File: src/rtl/qdr_usr_tester_pkg.sv
// Shared types and helpers for the QDR user-port traffic tester:
// FSM states, status-bit positions and the address-derived burst pattern.
package qdr_usr_tester_pkg;

  localparam int QDR_DW = 36;
  localparam int QDR_AW = 22;

  typedef enum logic [2:0] {
    S_IDLE  = 3'd0,
    S_WRITE = 3'd1,
    S_READ  = 3'd2,
    S_DRAIN = 3'd3,
    S_DONE  = 3'd4
  } state_t;

  localparam int ST_BUSY    = 0;
  localparam int ST_DONE    = 1;
  localparam int ST_PASS    = 2;
  localparam int ST_TIMEOUT = 3;
  localparam int ST_ABORTED = 4;
  localparam int ST_W       = 5;

  function automatic logic [ST_W-1:0] status_word(input logic i_busy, input logic i_done,
                                                  input logic i_pass, input logic i_tmo,
                                                  input logic i_abrt);
    logic [ST_W-1:0] w_s;
    w_s             = {ST_W{1'b0}};
    w_s[ST_BUSY]    = i_busy;
    w_s[ST_DONE]    = i_done;
    w_s[ST_PASS]    = i_pass;
    w_s[ST_TIMEOUT] = i_tmo;
    w_s[ST_ABORTED] = i_abrt;
    return w_s;
  endfunction

  // Low half is the seeded address, high half its complement, so every data bit toggles.
  function automatic logic [2*QDR_DW-1:0] burst(input logic [QDR_AW-1:0] i_addr,
                                                input logic [QDR_DW-1:0] i_seed);
    logic [QDR_DW-1:0] w_p;
    w_p = {{(QDR_DW-QDR_AW){1'b0}}, i_addr} ^ i_seed;
    return {~w_p, w_p};
  endfunction

endpackage

File: src/rtl/qdr_usr_tester_fifo.sv
// Outstanding-read address FIFO: show-ahead head, full/empty flags,
// simultaneous push/pop and a synchronous flush.
module qdr_usr_tester_fifo #(
  parameter int WIDTH      = 22,
  parameter int DEPTH_LOG2 = 4
) (
  input  logic             i_clk,
  input  logic             i_rst,
  input  logic             i_flush,
  input  logic             i_push,
  input  logic [WIDTH-1:0] i_push_data,
  input  logic             i_pop,
  output logic [WIDTH-1:0] o_head,
  output logic             o_full,
  output logic             o_empty
);

  localparam int DEPTH = 1 << DEPTH_LOG2;
  localparam logic [DEPTH_LOG2:0] DEPTH_CNT = (DEPTH_LOG2+1)'(DEPTH);
  localparam logic [DEPTH_LOG2:0] CNT_ONE   = (DEPTH_LOG2+1)'(1);
  localparam logic [DEPTH_LOG2-1:0] PTR_ONE = DEPTH_LOG2'(1);

  logic [WIDTH-1:0]      r_mem [DEPTH];
  logic [DEPTH_LOG2-1:0] r_wr_ptr;
  logic [DEPTH_LOG2-1:0] r_rd_ptr;
  logic [DEPTH_LOG2:0]   r_count;
  logic                  w_do_push;
  logic                  w_do_pop;

  assign o_full  = (r_count == DEPTH_CNT);
  assign o_empty = (r_count == {(DEPTH_LOG2+1){1'b0}});
  assign o_head  = r_mem[r_rd_ptr];

  always_comb begin
    w_do_push = i_push && !o_full;
    w_do_pop  = i_pop && !o_empty;
  end

  // Storage needs no reset; validity is tracked by the pointers.
  always_ff @(posedge i_clk) begin
    if (w_do_push && !i_rst && !i_flush) begin
      r_mem[r_wr_ptr] <= i_push_data;
    end
  end

  // Pointer and occupancy tracking.
  always_ff @(posedge i_clk) begin
    if (i_rst || i_flush) begin
      r_wr_ptr <= {DEPTH_LOG2{1'b0}};
      r_rd_ptr <= {DEPTH_LOG2{1'b0}};
      r_count  <= {(DEPTH_LOG2+1){1'b0}};
    end else begin
      if (w_do_push) r_wr_ptr <= r_wr_ptr + PTR_ONE;
      if (w_do_pop)  r_rd_ptr <= r_rd_ptr + PTR_ONE;
      case ({w_do_push, w_do_pop})
        2'b10:   r_count <= r_count + CNT_ONE;
        2'b01:   r_count <= r_count - CNT_ONE;
        default: r_count <= r_count;
      endcase
    end
  end

endmodule

File: src/rtl/qdr_usr_tester.sv
// QDR user-port traffic initiator: writes Burst(a) over [first,last], reads it back
// in order and reports pass/fail, error count and the first failing address.
module qdr_usr_tester
  import qdr_usr_tester_pkg::*;
#(
  parameter int DATA_WIDTH      = QDR_DW,
  parameter int ADDR_WIDTH      = QDR_AW,
  parameter int FIFO_DEPTH_LOG2 = 4,
  parameter int RD_TIMEOUT      = 64
) (
  input  logic                    wb_clk_i,
  input  logic                    wb_rst_i,
  input  logic                    start,
  input  logic [ADDR_WIDTH-1:0]   cfg_first_addr,
  input  logic [ADDR_WIDTH-1:0]   cfg_last_addr,
  input  logic [DATA_WIDTH-1:0]   cfg_seed,
  input  logic                    phy_rdy,
  output logic                    busy,
  output logic                    done,
  output logic                    pass,
  output logic                    timeout,
  output logic                    aborted,
  output logic [15:0]             err_count,
  output logic [ADDR_WIDTH-1:0]   first_err_addr,
  output logic                    usr_wr_strb,
  output logic                    usr_rd_strb,
  output logic [31:0]             usr_addr,
  output logic [2*DATA_WIDTH-1:0] usr_wr_data,
  input  logic [2*DATA_WIDTH-1:0] usr_rd_data,
  input  logic                    usr_rd_dvld
);

  localparam logic [ADDR_WIDTH-1:0] A_ONE   = {{(ADDR_WIDTH-1){1'b0}}, 1'b1};
  localparam logic [15:0]           TO_LAST = 16'(RD_TIMEOUT - 1);

  state_t                  r_state;
  logic [ST_W-1:0]         r_status;
  logic [ADDR_WIDTH-1:0]   r_first;
  logic [ADDR_WIDTH-1:0]   r_last;
  logic [ADDR_WIDTH-1:0]   r_cur;
  logic [DATA_WIDTH-1:0]   r_seed;
  logic [15:0]             r_idle;
  logic [15:0]             r_err_count;
  logic [ADDR_WIDTH-1:0]   r_first_err;
  logic                    r_wr_strb;
  logic                    r_rd_strb;
  logic [ADDR_WIDTH-1:0]   r_addr;
  logic [2*DATA_WIDTH-1:0] r_wr_data;

  logic                    w_idle;
  logic                    w_cfg_ok;
  logic                    w_start_ok;
  logic                    w_start_bad;
  logic                    w_abort;
  logic                    w_flush;
  logic                    w_push;
  logic [ADDR_WIDTH-1:0]   w_push_addr;
  logic                    w_chk;
  logic                    w_pop;
  logic                    w_mis;
  logic [ADDR_WIDTH-1:0]   w_head;
  logic                    w_full;
  logic                    w_empty;
  logic [ADDR_WIDTH-1:0]   w_cur_inc;
  logic [15:0]             w_err_nxt;
  logic [ADDR_WIDTH-1:0]   w_first_nxt;

  assign busy           = r_status[ST_BUSY];
  assign done           = r_status[ST_DONE];
  assign pass           = r_status[ST_PASS];
  assign timeout        = r_status[ST_TIMEOUT];
  assign aborted        = r_status[ST_ABORTED];
  assign err_count      = r_err_count;
  assign first_err_addr = r_first_err;
  assign usr_wr_strb    = r_wr_strb;
  assign usr_rd_strb    = r_rd_strb;
  assign usr_addr       = {{(32-ADDR_WIDTH){1'b0}}, r_addr};
  assign usr_wr_data    = r_wr_data;

  qdr_usr_tester_fifo #(
    .WIDTH      (ADDR_WIDTH),
    .DEPTH_LOG2 (FIFO_DEPTH_LOG2)
  ) u_fifo (
    .i_clk       (wb_clk_i),
    .i_rst       (wb_rst_i),
    .i_flush     (w_flush),
    .i_push      (w_push),
    .i_push_data (w_push_addr),
    .i_pop       (w_pop),
    .o_head      (w_head),
    .o_full      (w_full),
    .o_empty     (w_empty)
  );

  always_comb begin
    w_idle      = (r_state == S_IDLE) || (r_state == S_DONE);
    w_cfg_ok    = phy_rdy && (cfg_first_addr <= cfg_last_addr);
    w_start_ok  = start && w_idle && w_cfg_ok;
    w_start_bad = start && w_idle && !w_cfg_ok;
    w_abort     = !phy_rdy && !w_idle;
    w_flush     = w_start_ok || w_start_bad || w_abort;
    w_cur_inc   = r_cur + A_ONE;
    w_chk       = usr_rd_dvld && ((r_state == S_READ) || (r_state == S_DRAIN));
    w_pop       = w_chk && !w_empty;
    w_mis       = w_chk && (w_empty || (usr_rd_data != burst(w_head, r_seed)));
  end

  // The first read of the range is pushed on the last write edge so READ starts without a gap.
  always_comb begin
    w_push      = 1'b0;
    w_push_addr = r_cur;
    if (phy_rdy && (r_state == S_WRITE) && (r_cur == r_last)) begin
      w_push      = 1'b1;
      w_push_addr = r_first;
    end else if (phy_rdy && (r_state == S_READ) && !w_full) begin
      w_push      = 1'b1;
      w_push_addr = r_cur;
    end else begin
      w_push      = 1'b0;
      w_push_addr = r_cur;
    end
  end

  always_comb begin
    w_err_nxt   = r_err_count;
    w_first_nxt = r_first_err;
    if (w_mis) begin
      if (r_err_count == 16'h0000) w_first_nxt = w_empty ? r_last : w_head;
      else                         w_first_nxt = r_first_err;
      if (r_err_count != 16'hFFFF) w_err_nxt = r_err_count + 16'h0001;
      else                         w_err_nxt = r_err_count;
    end else begin
      w_err_nxt   = r_err_count;
      w_first_nxt = r_first_err;
    end
  end

  // Test sequencer with registered bus and status outputs.
  always_ff @(posedge wb_clk_i) begin
    if (wb_rst_i) begin
      r_state     <= S_IDLE;
      r_status    <= {ST_W{1'b0}};
      r_first     <= {ADDR_WIDTH{1'b0}};
      r_last      <= {ADDR_WIDTH{1'b0}};
      r_cur       <= {ADDR_WIDTH{1'b0}};
      r_seed      <= {DATA_WIDTH{1'b0}};
      r_idle      <= 16'h0000;
      r_err_count <= 16'h0000;
      r_first_err <= {ADDR_WIDTH{1'b0}};
      r_wr_strb   <= 1'b0;
      r_rd_strb   <= 1'b0;
      r_addr      <= {ADDR_WIDTH{1'b0}};
      r_wr_data   <= {(2*DATA_WIDTH){1'b0}};
    end else begin
      r_err_count <= w_err_nxt;
      r_first_err <= w_first_nxt;
      if ((r_state == S_READ) || (r_state == S_DRAIN)) begin
        if (usr_rd_dvld)                r_idle <= 16'h0000;
        else if (r_idle != 16'hFFFF)    r_idle <= r_idle + 16'h0001;
      end
      if (w_abort) begin
        r_state   <= S_DONE;
        r_status  <= status_word(1'b0, 1'b1, 1'b0, 1'b0, 1'b1);
        r_wr_strb <= 1'b0;
        r_rd_strb <= 1'b0;
      end else begin
        case (r_state)
          S_IDLE, S_DONE: begin
            r_wr_strb <= 1'b0;
            r_rd_strb <= 1'b0;
            if (w_start_ok) begin
              r_state     <= S_WRITE;
              r_status    <= status_word(1'b1, 1'b0, 1'b0, 1'b0, 1'b0);
              r_first     <= cfg_first_addr;
              r_last      <= cfg_last_addr;
              r_cur       <= cfg_first_addr;
              r_seed      <= cfg_seed;
              r_err_count <= 16'h0000;
              r_first_err <= {ADDR_WIDTH{1'b0}};
              r_wr_strb   <= 1'b1;
              r_addr      <= cfg_first_addr;
              r_wr_data   <= burst(cfg_first_addr, cfg_seed);
            end else if (w_start_bad) begin
              r_state     <= S_DONE;
              r_status    <= status_word(1'b0, 1'b1, 1'b0, 1'b0, !phy_rdy);
              r_err_count <= 16'h0000;
              r_first_err <= {ADDR_WIDTH{1'b0}};
            end
          end
          S_WRITE: begin
            if (r_cur == r_last) begin
              r_state   <= (r_first == r_last) ? S_DRAIN : S_READ;
              r_wr_strb <= 1'b0;
              r_rd_strb <= 1'b1;
              r_addr    <= r_first;
              r_cur     <= r_first + A_ONE;
              r_idle    <= 16'h0000;
            end else begin
              r_cur     <= w_cur_inc;
              r_addr    <= w_cur_inc;
              r_wr_data <= burst(w_cur_inc, r_seed);
            end
          end
          S_READ: begin
            if (!w_full) begin
              r_rd_strb <= 1'b1;
              r_addr    <= r_cur;
              if (r_cur == r_last) r_state <= S_DRAIN;
              else                 r_cur   <= w_cur_inc;
            end else begin
              r_rd_strb <= 1'b0;
            end
          end
          S_DRAIN: begin
            r_rd_strb <= 1'b0;
            if (w_empty) begin
              r_state  <= S_DONE;
              r_status <= status_word(1'b0, 1'b1, (w_err_nxt == 16'h0000), 1'b0, 1'b0);
            end else if (!usr_rd_dvld && (r_idle == TO_LAST)) begin
              r_state  <= S_DONE;
              r_status <= status_word(1'b0, 1'b1, 1'b0, 1'b1, 1'b0);
            end
          end
          default: begin
            r_state   <= S_IDLE;
            r_wr_strb <= 1'b0;
            r_rd_strb <= 1'b0;
          end
        endcase
      end
    end
  end

endmodule

File: config.mk
export PLATFORM = sky130hd
export DESIGN_NAME = qdr_usr_tester
export DESIGN_NICKNAME = d
export VERILOG_FILES = /design/src/rtl/qdr_usr_tester_pkg.sv /design/src/rtl/qdr_usr_tester_fifo.sv /design/src/rtl/qdr_usr_tester.sv
export SDC_FILE = /design/constraint.sdc
export NUM_CORES = 1
export LEC_CHECK = 0
export ABC_AREA = 1
export ABC_CLOCK_PERIOD_IN_PS = 9450
export CAP_MARGIN = 20
export CELL_PAD_IN_SITES_DETAIL_PLACEMENT = 1
export CELL_PAD_IN_SITES_GLOBAL_PLACEMENT = 2
export CORE_AREA = 2 2 331 333
export CTS_BUF_LIST = sky130_fd_sc_hd__clkbuf_16
export CTS_CLUSTER_SIZE = 12
export DETAILED_ROUTE_END_ITERATION = 8
export DIE_AREA = 0 0 333 335
export PLACE_DENSITY_LB_ADDON = 0.05
export SKIP_CTS_REPAIR_TIMING = 1
export SLEW_MARGIN = 20
export SYNTH_ARGS = -nofsm -noshare
export SYNTH_HDL_FRONTEND = slang
export SYNTH_SLANG_ARGS = --single-unit
File: constraint.sdc
create_clock -name wb_clk_i -period 9.45 [get_ports wb_clk_i]
set_clock_uncertainty 0.1 [all_clocks]
set_input_delay 1.89 -clock wb_clk_i [delete_from_list [all_inputs] [get_ports wb_clk_i]]
set_output_delay 1.89 -clock wb_clk_i [all_outputs]
set_load 0.01 [all_outputs]
==> results.sh, run 1 <==
export IMPL_outcome="finished, final reports clean"
export IMPL_final_nets=4155
export IMPL_grt_start_max_net_pins=162
export IMPL_dp_cells=5293
export IMPL_max_freq_mhz=164
export IMPL_cp_max_fo=60
export IMPL_grt_pass1_wl_um=200000
export IMPL_yosys_top_cells_count="nand2_1 (898), inv_1 (406), nand3_1 (380), edfxtp_1 (352), dfxtp_1 (277)"
export IMPL_initial_utilization_pct=28.7
export IMPL_final_cells=5436
export IMPL_synth_cell_types=52
export IMPL_cts_root_buf="clkbuf_16"
export IMPL_cpPeakStageDelay_ps=520
export IMPL_totalWireLength_um=140000
export IMPL_drt_iter0_drc=1579
export IMPL_synth_warnings=0
export IMPL_cp_arrival_ps=6510
export IMPL_slew_viol_final=0
export IMPL_crit_required_ps=9850
export IMPL_maxCapViolations=0
export IMPL_synth_area_mm2=0.0311
export IMPL_tns_ps=0
export IMPL_power_w=0.00922
export IMPL_ys_ff_latch=629
export IMPL_hold_path_class="reg -> reg"
export IMPL_die_width_um=333
export IMPL_ios=306
export IMPL_dp_hpwl_um=101000
export IMPL_coreArea_mm2=0.108
export IMPL_drt_antenna_violating_nets=0
export IMPL_cts_tree="yes"
export IMPL_p_seq_share_pct=40.2
export IMPL_viasPerCell=4.97
export IMPL_place_ws_ps=2650
export IMPL_pwr_share_clk_pct=31.5
export IMPL_synth_top_cell_by_area="edfxtp_1"
export IMPL_synth_flop_cell="edfxtp_1"
export IMPL_synth_top_area_share_pct=34.0
export IMPL_powerDensity_mw_per_mm2=244
export IMPL_setup_viol=0
export IMPL_wl_per_cell_um=25.7
export IMPL_cp_end_kind="register"
export IMPL_yosysMostFrequentCell="nand2_1"
export IMPL_critPathLaunchType="input pin"
export IMPL_syn_area_per_cell_um2=8.38
export IMPL_clockBufferDepth=3
export IMPL_comb_power_share_pct=28.3
export IMPL_gp_congestion=0.839
export IMPL_final_layout_size_suffix_gt1_share_pct=5.80
export IMPL_overflow=0
export IMPL_finalCritPeriodShare_pct=64.6
export IMPL_syn_to_final_growth_pct=21.9
export IMPL_internal_power_w=0.00589
export IMPL_numCtsBuffers=80
export IMPL_rsz0062_at_grt="no"
export IMPL_slew_limit_headroom_pct=25.0
export IMPL_synthTopCellsByArea="edfxtp_1 (34%), dfxtp_1 (18%), nand2_1 (11%), nand3_1 (6.1%), inv_1 (4.9%)"
export IMPL_crit_chain="clkdlybuf4s50_1 > ha_1 > nand2_1 > nor2_1 > nand2_1 > or2_2 > a21oi_1 > nor2_1 > o21ai_0 > nand2_1 > nand2_1 > a21o_1 > nand2_1 > nand2_4 > nand2_1 > nand3_2 > buf_4 > inv_2 > buf_4 > o21ai_0 > a21oi_1"
export IMPL_drc=0
export IMPL_p_leak_nw=15.1
export IMPL_first_pass_iters=5
export IMPL_cts_sinks=629
export IMPL_async_flop_share_pct=0
export IMPL_synth_cells=3707
export IMPL_swShare_pct=36.1
export IMPL_cp_slowest_cell="clkdlybuf4s50_1"
export IMPL_hold_viol_final=0
export IMPL_insertion_delay_ps=670
export IMPL_grt_pass1_vias=27300
export IMPL_period_needed_ps=6110
export IMPL_htreeDepth=3
export IMPL_synth_edff_count=352
export IMPL_clk_pin_slew_ps=60
export IMPL_cp_common_cell="nand2_1"
export IMPL_finalWorstSetupSlack_ps=3340
export IMPL_grt_use_total_pct=24.7
export IMPL_vias=27000
export IMPL_worstSetupPathType="in -> reg"
export IMPL_peakVddDrop_uv=125
export IMPL_yosysSeqAreaShare_pct=51.9
export IMPL_tightest_slew_ps=1130
export IMPL_antenna_found_initial=15
export IMPL_rows=121
export IMPL_power_switching_w=0.00333
export IMPL_die_y_um=335
export IMPL_die_area_mm2=0.112
export IMPL_portBuffers=295
## stage by stage
stage,area [um^2],hold WS (ps),utilization (%)
2_1_floorplan,31100,346,-
3_3_place_gp,35400,358,32.7
3_5_place_dp,35400,361,32.7
4_1_cts,37800,371,35.0
5_1_grt,37800,389,35.0
6_report,37800,370,35.0
## cell families after synthesis
| family | Yosys count | synth area share, % |
|---|---|---|
| mux | 1 | 0.0322 |
| fa+ha+maj | 37 | 1.52 |
| other cells | 1 | 0.0121 |
| buf+inv | 612 | 8.40 |
| simple gates | 1645 | 22.4 |
| xor+xnor | 115 | 3.24 |
| compound gates | 667 | 12.5 |
| flops | 629 | 51.9 |
## final timing paths
path,start,endpoint,slack (ps),depth (start not counted)
max,cfg_first_addr[5],usr_wr_data[48],3340,21
min reg2reg,usr_wr_data[24],usr_wr_data[24],370,2
min,usr_wr_data[24],usr_wr_data[24],370,2
max reg2reg,register,first_err_addr[5],3860,22
## cells in the final DEF, fill, tap and decap left out, drive strengths merged, types with 81 or more instances in the layout
cell,n
clkdlybuf4s50,294
inv,432
dfxtp,277
clkbuf,81
nand3,384
nor2,249
nand2,900
a21oi,206
o21ai,291
edfxtp,352
## sequential cells by signal, summed over array words and instances, names as in the netlist, named ones only
register	cells
r_cur	22
u_fifo.r_count	5
r_status	5
u_fifo.r_mem	352
usr_rd_strb	1
r_seed	36
u_fifo.r_rd_ptr	4
usr_wr_data	72
r_last	22
usr_wr_strb	1
u_fifo.r_wr_ptr	4
r_idle	16
r_first	22
r_addr	22
err_count	16
first_err_addr	22
r_state	3
## routing by layer
layer	routed length, um	part of all wire [%]	track usage [%]
met2	68300	49	42.4
met5	24	0.017	0
met4	3130	2.2	6.33
met1	62700	45	32.5
met3	5760	4.1	3.23
## power groups by stage
stage	clock, W	sequential (W)	combinational (W)
3_3_place_gp	0	0.00377	0.00261
3_5_place_dp	0	0.00376	0.00262
5_1_grt	0.00308	0.00374	0.00283
6_report	0.00291	0.00371	0.00261
2_1_floorplan	0	0.00367	0.00129
4_1_cts	0.00298	0.00371	0.00264
## area by class of cell
class / instances / area [um^2]
clock inverter: 60 / 409
inverter: 414 / 1560
timing repair buffer: 361 / 3470
clock buffer: 81 / 2030
antenna: 2 / 5.00
multi-input combinational: 2475 / 12500
tap: 1414 / 1770
fill: 12700 / 70300
sequential: 629 / 16100
## worst max-delay path, delay by kind of cell
family | cells | cell delay (ps)
simple gates | 11 | 1700
compound gates | 5 | 640
buf+inv | 4 | 1840
fa+ha+maj | 1 | 360
No activity file was read; power rests on OpenSTA's default activity.
==> inputs of run 2 (changes only) <==
--- a/config.mk
+++ b/config.mk
@@ -6,7 +6,7 @@
 export NUM_CORES = 1
 export LEC_CHECK = 0
 export ABC_AREA = 1
-export ABC_CLOCK_PERIOD_IN_PS = 9450
+export ABC_CLOCK_PERIOD_IN_PS = 6300
 export CAP_MARGIN = 20
 export CELL_PAD_IN_SITES_DETAIL_PLACEMENT = 1
 export CELL_PAD_IN_SITES_GLOBAL_PLACEMENT = 2
==> constraint.sdc (replaced) <==
create_clock -name wb_clk_i -period 6.3 [get_ports wb_clk_i]
set_clock_uncertainty 0.1 [all_clocks]
set_input_delay 1.26 -clock wb_clk_i [delete_from_list [all_inputs] [get_ports wb_clk_i]]
set_output_delay 1.26 -clock wb_clk_i [all_outputs]
set_load 0.01 [all_outputs]
==> run 2 against run 1 <==
Via count is 0.27% lower. Clock power is 48% higher. Flip-flop and latch count stayed put. Cell area is 0.39% higher. Worst setup slack worse by 2000 ps. Critical path type is now reg -> reg. Largest cell class unchanged.
==> results.sh, run 2 (synthesis gave the netlist of run 1 again) <==
export IMPL_r2r_setup_slack_ps=1300
export IMPL_initial_utilization_pct=28.7
export IMPL_final_nets=4165
export IMPL_peakVddDrop_uv=202
export IMPL_p_leak_nw=15.2
export IMPL_dp_hpwl_um=99600
export IMPL_finalCritPeriodShare_pct=79.4
export IMPL_max_freq_mhz=200
export IMPL_fillCellCount=12700
export IMPL_setup_viol=0
export IMPL_regArea_mm2=0.0161
export IMPL_cts_tree="yes"
export IMPL_min_to="usr_wr_data[71]"
export IMPL_route_met2_wl_um=67300
export IMPL_vias=27000
export IMPL_rows=121
export IMPL_drt_iter0_drc=1975
export IMPL_drc=0
export IMPL_critPathLaunchType="register"
export IMPL_timing_rr_end="first_err_addr[13]"
export IMPL_final_area_mm2=0.0380
export IMPL_totalWireLength_um=139000
export IMPL_slew_viol_final=0
export IMPL_cts_root_buf="clkbuf_16"
export IMPL_gp_congestion=0.829
export IMPL_powerDensity_mw_per_mm2=363
export IMPL_finalWorstSetupSlack_ps=1300
export IMPL_cp_arrival_ps=5400
export IMPL_die_area_mm2=0.112
export IMPL_antenna_found_initial=13
export IMPL_worstSetupPathType="reg -> reg"
export IMPL_largest_reg_flops=352
export IMPL_final_common_cell="nand2_1"
export IMPL_hold_path_class="reg -> reg"
export IMPL_clockBufferDepth=3
export IMPL_outcome="finished, final reports clean"
export IMPL_htreeDepth=3
export IMPL_final_cells=5450
export IMPL_min_from="usr_wr_data[71]"
export IMPL_tightest_slew_ps=1070
export IMPL_largest_register="u_fifo.r_mem"
export IMPL_place_ws_ps=1180
export IMPL_wl_met1_um=62800
export IMPL_grt_pass1_vias=26900
export IMPL_die_y_um=335
export IMPL_die_width_um=333
export IMPL_wl_met3_um=5220
export IMPL_rsz0062_at_grt="no"
export IMPL_layout_common_cells="nand2_1 (895), inv_1 (429), nand3_1 (379)"
export IMPL_ff2ff_path_depth=23
export IMPL_wl_per_cell_um=25.5
export IMPL_coreArea_mm2=0.108
export IMPL_period_needed_ps=5000
export IMPL_hold_viol_final=0
export IMPL_grt_pass1_wl_um=198000
export IMPL_placed_area_mm2=0.0356
export IMPL_final_layout_size_suffix_gt1_share_pct=5.88
export IMPL_cp_max_fo=45
export IMPL_cp_end_kind="register"
export IMPL_insertion_delay_ps=680
export IMPL_crit_required_ps=6690
export IMPL_first_pass_iters=7
export IMPL_tns_ps=0
export IMPL_syn_to_final_growth_pct=22.3
export IMPL_cts_sinks=629
export IMPL_viasPerCell=4.95
export IMPL_power_w=0.0138
export IMPL_multi_input_area_mm2=0.0125
export IMPL_portBuffers=295
export IMPL_grt_use_total_pct=24.5
export IMPL_hold_depth=2
export IMPL_routed_top_layer="met5"
export IMPL_overflow=0
export IMPL_drt_antenna_violating_nets=0
export IMPL_numCtsBuffers=79
export IMPL_slew_limit_headroom_pct=28.8
export IMPL_clk_pin_slew_ps=50
export IMPL_dp_cells=5304
export IMPL_maxCapViolations=0
export IMPL_grt_start_max_net_pins=132
export IMPL_ios=306
==> run 2: cell count changes in the layout (fill, tap and decap cells not counted), moves of 2 or more <==
cell / change
inv_1: +9
buf_12: +6
buf_4: +5
clkinvlp_4: -4
clkinv_1: +3
clkinv_2: -2
o21ai_2: +2
==> run 2: cell type report <==
type	count	area share (%)
well taps	1414	4.66
multi-input cells	2475	32.9
clock inverters	63	1.02
clock buffers	81	5.34
inverters	414	4.12
diodes	2	0.0132
flip-flops and latches	629	42.4
repair buffers	372	9.55
==> run 2: worst max path at each step <==
stage	end	slack (ps)	depth (start not counted)	start
final	first_err_addr[13]	1300	23	register
after global routing	first_err_addr[21]	810	23	register
after CTS	first_err_addr[21]	1180	23	register
after detailed placement	r_last[5]	1180	19	cfg_first_addr[5]
after global placement	first_err_addr[7]	1270	24	register
after floorplan	r_cur[13]	2540	20	cfg_last_addr[5]
==> run 2: critical path, stage by stage, from the launching register on <==
cell     delay, ps
dfxtp_4        440
inv_4          480
buf_4          390
nand2_1         90
nand2_1         80
nand2_1         50
nand3_1         80
nand3_1        360
nand2_1        260
nand2_1         90
nand3_1        130
nand2_1         70
inv_1           50
nand2_1         70
nor2_1          90
nand2_1         50
nor2_1         180
nand3_2        320
nand2_2        470
inv_2           80
nand2_1        180
inv_2          320
o21ai_0        270
a31oi_1         50
==> run 2: through the flow <==
stage	utilization (%)	hold slack, ps
finish	35.1	363
floorplan	-	346
global placement	32.9	352
CTS	35.1	365
global route	35.1	381
detailed placement	32.9	356
==> run 2: routing by layer <==
layer	global-route usage, %	vias up
li1	-	12900
met1	32.7	13300
met2	41.8	580
met3	2.97	148
met4	6.49	4
met5	0	-
==> run 2: report_power, final <==
| group | internal, W | switching, W | total, W | leakage, nW |
|---|---|---|---|---|
| Sequential | 0.00505 | 0.000475 | 0.00552 | 5.50 |
| Clock | 0.00238 | 0.00192 | 0.00430 | 1.27 |
| Combinational | 0.00138 | 0.00260 | 0.00398 | 8.44 |
| Total | 0.00881 | 0.00500 | 0.0138 | 15.2 |
